--- src/rtl/regfile_read_arbiter.sv ---
// Round-robin arbiter sharing one register-file read port among 4 requesters.
// Latency: grant 1 cycle after the sampling edge, tagged read data 2 cycles after it.
// Backpressure: req is held until gnt; a just-granted requester is masked for one cycle.
module regfile_read_arbiter #(
    parameter int DATA_WIDTH = 32,
    parameter int ADDR_WIDTH = 5
) (
    input  logic                    clk,
    input  logic                    rst,
    input  logic [3:0]              req,
    input  logic [4*ADDR_WIDTH-1:0] req_addr,
    output logic [3:0]              gnt,
    output logic                    rf_ren,
    output logic [ADDR_WIDTH-1:0]   rf_raddr,
    output logic [1:0]              rf_sel,
    input  logic [DATA_WIDTH-1:0]   rf_rdata,
    output logic [DATA_WIDTH-1:0]   rd_data,
    output logic [3:0]              rd_valid
);

    logic [3:0]            gnt_q, gnt_d;
    logic                  rf_ren_q, rf_ren_d;
    logic [ADDR_WIDTH-1:0] rf_raddr_q, rf_raddr_d;
    logic [1:0]            rf_sel_q, rf_sel_d;
    logic [DATA_WIDTH-1:0] rd_data_q, rd_data_d;
    logic [3:0]            rd_valid_q, rd_valid_d;
    logic [1:0]            ptr_q, ptr_d;

    logic [3:0] elig;
    logic       found;
    logic [1:0] win;
    logic [1:0] idx;

    // Masking the current grant keeps a held req from being granted on back-to-back cycles.
    always_comb begin
        elig  = req & ~gnt_q;
        found = 1'b0;
        win   = 2'd0;
        idx   = 2'd0;
        for (int k = 0; k < 4; k++) begin
            idx = ptr_q + 2'(k);
            if (!found && elig[idx]) begin
                found = 1'b1;
                win   = idx;
            end
        end
    end

    always_comb begin
        gnt_d      = 4'b0000;
        rf_ren_d   = found;
        rf_raddr_d = rf_raddr_q;
        rf_sel_d   = rf_sel_q;
        ptr_d      = ptr_q;
        if (found) begin
            gnt_d[win] = 1'b1;
            rf_raddr_d = req_addr[int'(win)*ADDR_WIDTH +: ADDR_WIDTH];
            rf_sel_d   = win;
            ptr_d      = win + 2'd1;
        end
        rd_valid_d = gnt_q;
        rd_data_d  = rf_ren_q ? rf_rdata : rd_data_q;
    end

    always_ff @(posedge clk) begin
        if (rst) begin
            gnt_q      <= 4'b0000;
            rf_ren_q   <= 1'b0;
            rf_raddr_q <= '0;
            rf_sel_q   <= 2'd0;
            rd_data_q  <= '0;
            rd_valid_q <= 4'b0000;
            ptr_q      <= 2'd0;
        end else begin
            gnt_q      <= gnt_d;
            rf_ren_q   <= rf_ren_d;
            rf_raddr_q <= rf_raddr_d;
            rf_sel_q   <= rf_sel_d;
            rd_data_q  <= rd_data_d;
            rd_valid_q <= rd_valid_d;
            ptr_q      <= ptr_d;
        end
    end

    assign gnt      = gnt_q;
    assign rf_ren   = rf_ren_q;
    assign rf_raddr = rf_raddr_q;
    assign rf_sel   = rf_sel_q;
    assign rd_data  = rd_data_q;
    assign rd_valid = rd_valid_q;

endmodule
--- config.mk ---
export PLATFORM = sky130hd
export DESIGN_NAME = regfile_read_arbiter
export DESIGN_NICKNAME = d
export VERILOG_FILES = /design/src/rtl/regfile_read_arbiter.sv
export SDC_FILE = /design/constraint.sdc
export NUM_CORES = 1
export LEC_CHECK = 0
export ABC_AREA = 1
export CAP_MARGIN = 15
export CORE_ASPECT_RATIO = 2
export CORE_MARGIN = 2
export CORE_UTILIZATION = 40
export CTS_CLUSTER_SIZE = 28
export DETAILED_ROUTE_END_ITERATION = 16
export PLACE_DENSITY = 0.79
export SLEW_MARGIN = 40
export SYNTH_ARGS = -nofsm -noshare
export SYNTH_HDL_FRONTEND = slang
export SYNTH_SLANG_ARGS = --single-unit
export TNS_END_PERCENT = 50
--- constraint.sdc ---
create_clock -name clk -period 5.95 [get_ports clk]
set_clock_uncertainty 0.2 [all_clocks]
set_input_delay 0.8925 -clock clk [delete_from_list [all_inputs] [get_ports clk]]
set_output_delay 0.8925 -clock clk [all_outputs]
set_load 0.01 [all_outputs]
; Yosys cells after proc, flatten, opt, wreduce, memory -nomap -nowiden
; Cells that the tools add are included.
[op_classes]
div_mod_pow = 0
bitwise = 3
n_shift = 1
mux = 18
reduce_logical = 8
multipliers = 1
n_addsub = 4
n_lt_le_gt_ge = 6
n_eq_ne = 0
[op_table]
columns = operator, n
row1 = $shiftx A20 B6 Y5, 1
row2 = $lt A2 B3 Y1 const B, 5
row3 = $mux W1, 9
row4 = $bmux W1 S2, 4
row5 = $mux W2, 4
row6 = $mul A2 B3 Y5 const B, 1
row7 = $add A2 B1 Y2 const B, 2
row8 = $add A2 B2 Y2 const B, 2
row9 = $and A4 B4 Y4, 1
row10 = $logic_and A1 B1 Y1, 4
row11 = $not A4 Y4, 1
row12 = $logic_not A1 Y1, 3
row13 = $demux W1 S2, 1
row14 = $ge A2 B1 Y1 const B, 1
row15 = $reduce_or A2 Y1, 1
row16 = $not A1 Y1, 1
[totals]
latchBits = 0
wordCells = 48
ram_bits = 0
output_inout_bits = 48
regBits = 50
rom_bits = 0
n_memories = 0

; Depth between registers and ports, before layout
[depth]
ltp_word = 18
depth_mapped = 16
ltp_nobuf = 14

; Least setup slack after synthesis
; Ideal clock, no wire load.
[synth_path]
path_type = input-to-reg
start = in req[1]
end = reg ptr_q[1]
t_arrival_ns = 2.113
setup_ns = 0.125
cell_stages = 10
setup_slack_ns = 3.512
cell_sequence = nand3_1 -> nand2_1 -> nand2_1 -> a21boi_0 -> nand2_1 -> nor2_4 -> inv_2 -> ha_1 -> o21ai_0 -> a21oi_1
[synth_via]
elab_chain_len = 14
word_cells_on_any_way = 24
[synth_rtl]
columns = element, line
row1 = "start, declared", 10  ; input logic [3:0] req,
row2 = $and A4 B4 Y4 (*), 36  ; elig = req & ~gnt_q;
row3 = $bmux W1 S2, 42  ; if (!found && elig[idx]) begin
row4 = $mux W1 (not written as such), 42
row5 = $mux W1, 42
row6 = $logic_not A1 Y1, 42
row7 = $logic_and A1 B1 Y1, 42
row8 = $mux W1, 42
row9 = $logic_not A1 Y1, 42
row10 = $logic_and A1 B1 Y1, 42
row11 = $mux W1, 42
row12 = $logic_not A1 Y1, 42
row13 = $logic_and A1 B1 Y1, 42
row14 = $mux W2 (*), 42
row15 = via win[1], 31  ; logic [1:0] win;
row16 = $add A2 B1 Y2 (*), 59  ; ptr_d = win + 2'd1;
row17 = "end signal, assigned", 81  ; ptr_q <= ptr_d;
row18 = "end, declared", 27  ; logic [1:0] ptr_q, ptr_d;
; The timed path passes the listed nets; every way through them passes the cells marked *. The select of a mux whose other input is x is not followed.
; A chain may end at the register's enable or synchronous reset.

; Final worst setup path
[layout_path]
start = in req[2]
end = reg ptr_q[1]
; The elaborated chain is that of the path after synthesis.

==> summary.md <==
| Metric | Value |
|---|---|
| Worst slew margin | `0.658` |
| DP Area | `3250 sq um` |
| IO Pins | `106` |
| Total power | `around 0.0015 W` |
| Max Clock Freq | `347 MHz` |
| Die Y | `approximately 110 microns` |
| Post-synth EDFFs | `0` |
| Skew-Pair Late Insertion Delay | `between 0.2 and 0.3 ns` |
| Status | `complete, no violations` |
| Die X | `56.2 microns` |
| Period utilization | `0.484` |
| Cells on worst reg2reg path | `10` |
| GRT Util Overall | `0.189` |
| Syn avg cell area | `around 7 sq um` |
| Hold Buf Count CTS | `0` |
| Max cap viols | `0` |
| Root Buffer | `clkbuf_8` |
| Post-CTS Setup Inserts | `0` |
| Drt pass-1 iters | `4` |
| Avg WL per Cell | `12.1 microns` |
| Antenna violations before repair | `0` |
| Final setup viols | `0` |
| Global route total overflow | `0` |
| # resized after CTS | `0` |
| Fin. max-slew vios | `0` |
| PortBufs | `105` |
| FFs w/ async S/R, synth | `0` |
| Fin nets | `about 470` |
| Commonest cells in the netlist | `nor2_1 (84), dfxtp_1 (50), nand2_1 (41)` |
| P&R area growth vs syn | `54.1%` |
| Final-report hold violation count | `0` |
| Clock buffer depth | `2` |
| Slew @ Worst Pin | `around 0.51 ns` |
| Synthesized Nets | `373` |
| Post-Synth Adder-Cell Area | `0.0230` |
| Hpwl dp | `around 4200 microns` |
| Area contributors post-synth | `dfxtp_1 (46%), nor2_1 (14%), nand3_1 (7.6%)` |
| Netlist cell types | `21` |
| Period minus WS final | `around 2.9 ns` |
| Routability Congestion | `0.821` |
| Post-DR vias/cell | `4.90` |
| XOR/XNOR Fraction of Synth Area | `0` |
| Core ar. | `about 5300 sq um` |
| Main synth FF type | `dfxtp_1` |
| Kind of critical path | `in2reg` |
| Hold crit path type | `reg2reg` |
| H-tree levels | `2` |
| Number of buffers created by CTS | `5` |
| # fillers | `498` |
| Worst-path clk slew | `roughly 0.080 ns` |
| Worst EP arrival | `2.85 ns` |
| Area leader, netlist | `dfxtp_1` |
| Largest family of logic cells by synthesized area | `simple AND/OR/NAND/NOR gates` |
| CTS tree | `built` |
| Global-route wire length before repair | `approximately 9400 microns` |
| PwrDens | `~450 nW/um^2` |
| Cell Area, Synth | `between 2000 and 2500 sq um` |
| Static leakage | `between 1 and 1.5 nW` |
| Die area | `6090 sq um` |
| WP data required | `5.92 ns` |
| Clk sink count | `50` |
| Row count | `38` |
| Post-route ant nets | `0` |
| YS warnings | `0` |
| Final instance area | `roughly 3400 sq um` |
| Routed wire length | `5730 microns` |
| DR iter-0 viols | `just over 50` |
| Cell with the most instances after synthesis | `nor2_1` |
| Largest net degree at the start of global routing | `36` |
| Sequential area share after synthesis | `0.459` |
| Top cell type's share of synthesized area | `0.459` |
| Vias in the first global route | `between 2,000 and 2,500` |
| Max rail drop VDD | `between 0.0002 and 0.0003 V` |
| Flop and latch count out of synthesis | `50` |
| Starting Density | `0.409` |
| Compound-Gate Fraction of Synth Area | `0.101` |
| Final setup TNS | `0 ns` |
| Ant diodes | `0` |
| Worst-path maximum fanout | `16` |
| Post-synthesis mux area share | `0` |
| Post-route DRC | `0` |
| Crit. End Element | `register` |
| Worst Hold Depth | `2` |
| RSZ-0062 raised after global routing | `no` |
| Post-Synthesis Cells | `around 310` |
| Share of cells above drive strength 1 | `0.0533` |
| Worst setup SP type | `input port` |
| Via count | `~2,300` |
| Post-synthesis simple-gate area fraction | `0.331` |
-- path summary, 6_finish.rpt --
| check | startpoint | end | slack [ns] |
|---|---|---|---|
| min reg2reg | rf_sel[0]$_SDFFE_PP0P_ | rf_sel[0]$_SDFFE_PP0P_ | 0.28 |
| min | rf_sel[0]$_SDFFE_PP0P_ | rf_sel[0]$_SDFFE_PP0P_ | 0.28 |
| max | req[2] | ptr_q[1]$_SDFFE_PP0P_ | 3.07 |
| max reg2reg | ptr_q[0]$_SDFFE_PP0P_ | ptr_q[1]$_SDFFE_PP0P_ | 3.50 |
-- worst max-delay path, cell delays in order --
cell and delay (ns):
clkdlybuf4s50_1 0.49, nand3_1 0.13, nand3_1 0.15, nand2_2 0.09
nand3_1 0.11, nand3_2 0.16, nand2_4 0.22, inv_1 0.12
ha_1 0.28, o21ai_0 0.15, a21oi_1 0.06
-- stage by stage --
step / utilization / cells / hold slack (ns) / worst slack [ns]
CTS: 0.631 / 473 / 0.282 / 3.09
global placement: 0.611 / 465 / 0.265 / 2.85
detailed placement: 0.611 / 465 / 0.268 / 2.78
global route: 0.631 / 473 / 0.305 / 2.92
finish: 0.631 / 473 / 0.277 / 3.07
floorplan: - / 311 / 0.287 / 3.51
-- routing by layer --
| metal | wire [microns] | global-route usage | part of all wire |
|---|---|---|---|
| met2 | 2660 | 0.325 | 0.46 |
| met5 | 0 | 0 | 0 |
| met4 | 98 | 0.0646 | 0.017 |
| met3 | 557 | 0.0670 | 0.097 |
| met1 | 2420 | 0.215 | 0.42 |
-- placed cells by master, fill, tap and decap left out --
master	Yosys	final
a211oi_1	1	1
a21boi_0	1	1
a21oi_1	6	6
buf_4	0	1
bufinv_16	0	1
clkbuf_1	10	2
clkbuf_8	0	5
clkdlybuf4s50_1	0	105
dfxtp_1	50	50
ha_1	4	4
inv_1	29	27
inv_2	3	5
inv_4	1	1
nand2_1	41	41
nand2_2	3	3
nand2_4	2	2
nand3_1	33	33
nand3_2	1	1
nand4_1	2	2
nor2_1	84	84
nor2_2	2	2
nor2_4	1	1
o21ai_0	33	33
o21ai_1	2	2
-- sequential cells by signal (all words and copies together) (netlist names) --
| name | cells |
|---|---|
| gnt | 4 |
| ptr_q | 2 |
| rd_data | 32 |
| rd_valid | 4 |
| rf_raddr | 5 |
| rf_ren | 1 |
| rf_sel | 2 |
-- power by group --
group          switching [W]  internal [W]  leakage (nW)
Sequential         0.0000505      0.000426         0.415
Clock               0.000102      0.000126        0.0524
Combinational       0.000457      0.000340          1.03
-- final cells by class --
cell class / count / area, sq um / area share
multi-input cells: 216 / 992 / 0.295
clock inverters: 1 / 30.0 / 0.00894
clock buffers: 7 / 76.3 / 0.0227
flip-flops and latches: 50 / 1000 / 0.298
repair buffers: 106 / 1060 / 0.315
well taps: 60 / 75.1 / 0.0223
inverters: 33 / 126 / 0.0376
-- cells by family (layout without fill, tap and decap cells) --
family                   after synthesis  count (layout)
buffers and inverters                 45             147
adder cells (fa/ha/maj)                4               4
AND/OR/NAND/NOR                      169             169
AO/OA/AOI/OAI                         43              43
flip-flops                            50              50
(Power assumes the default switching activity.)
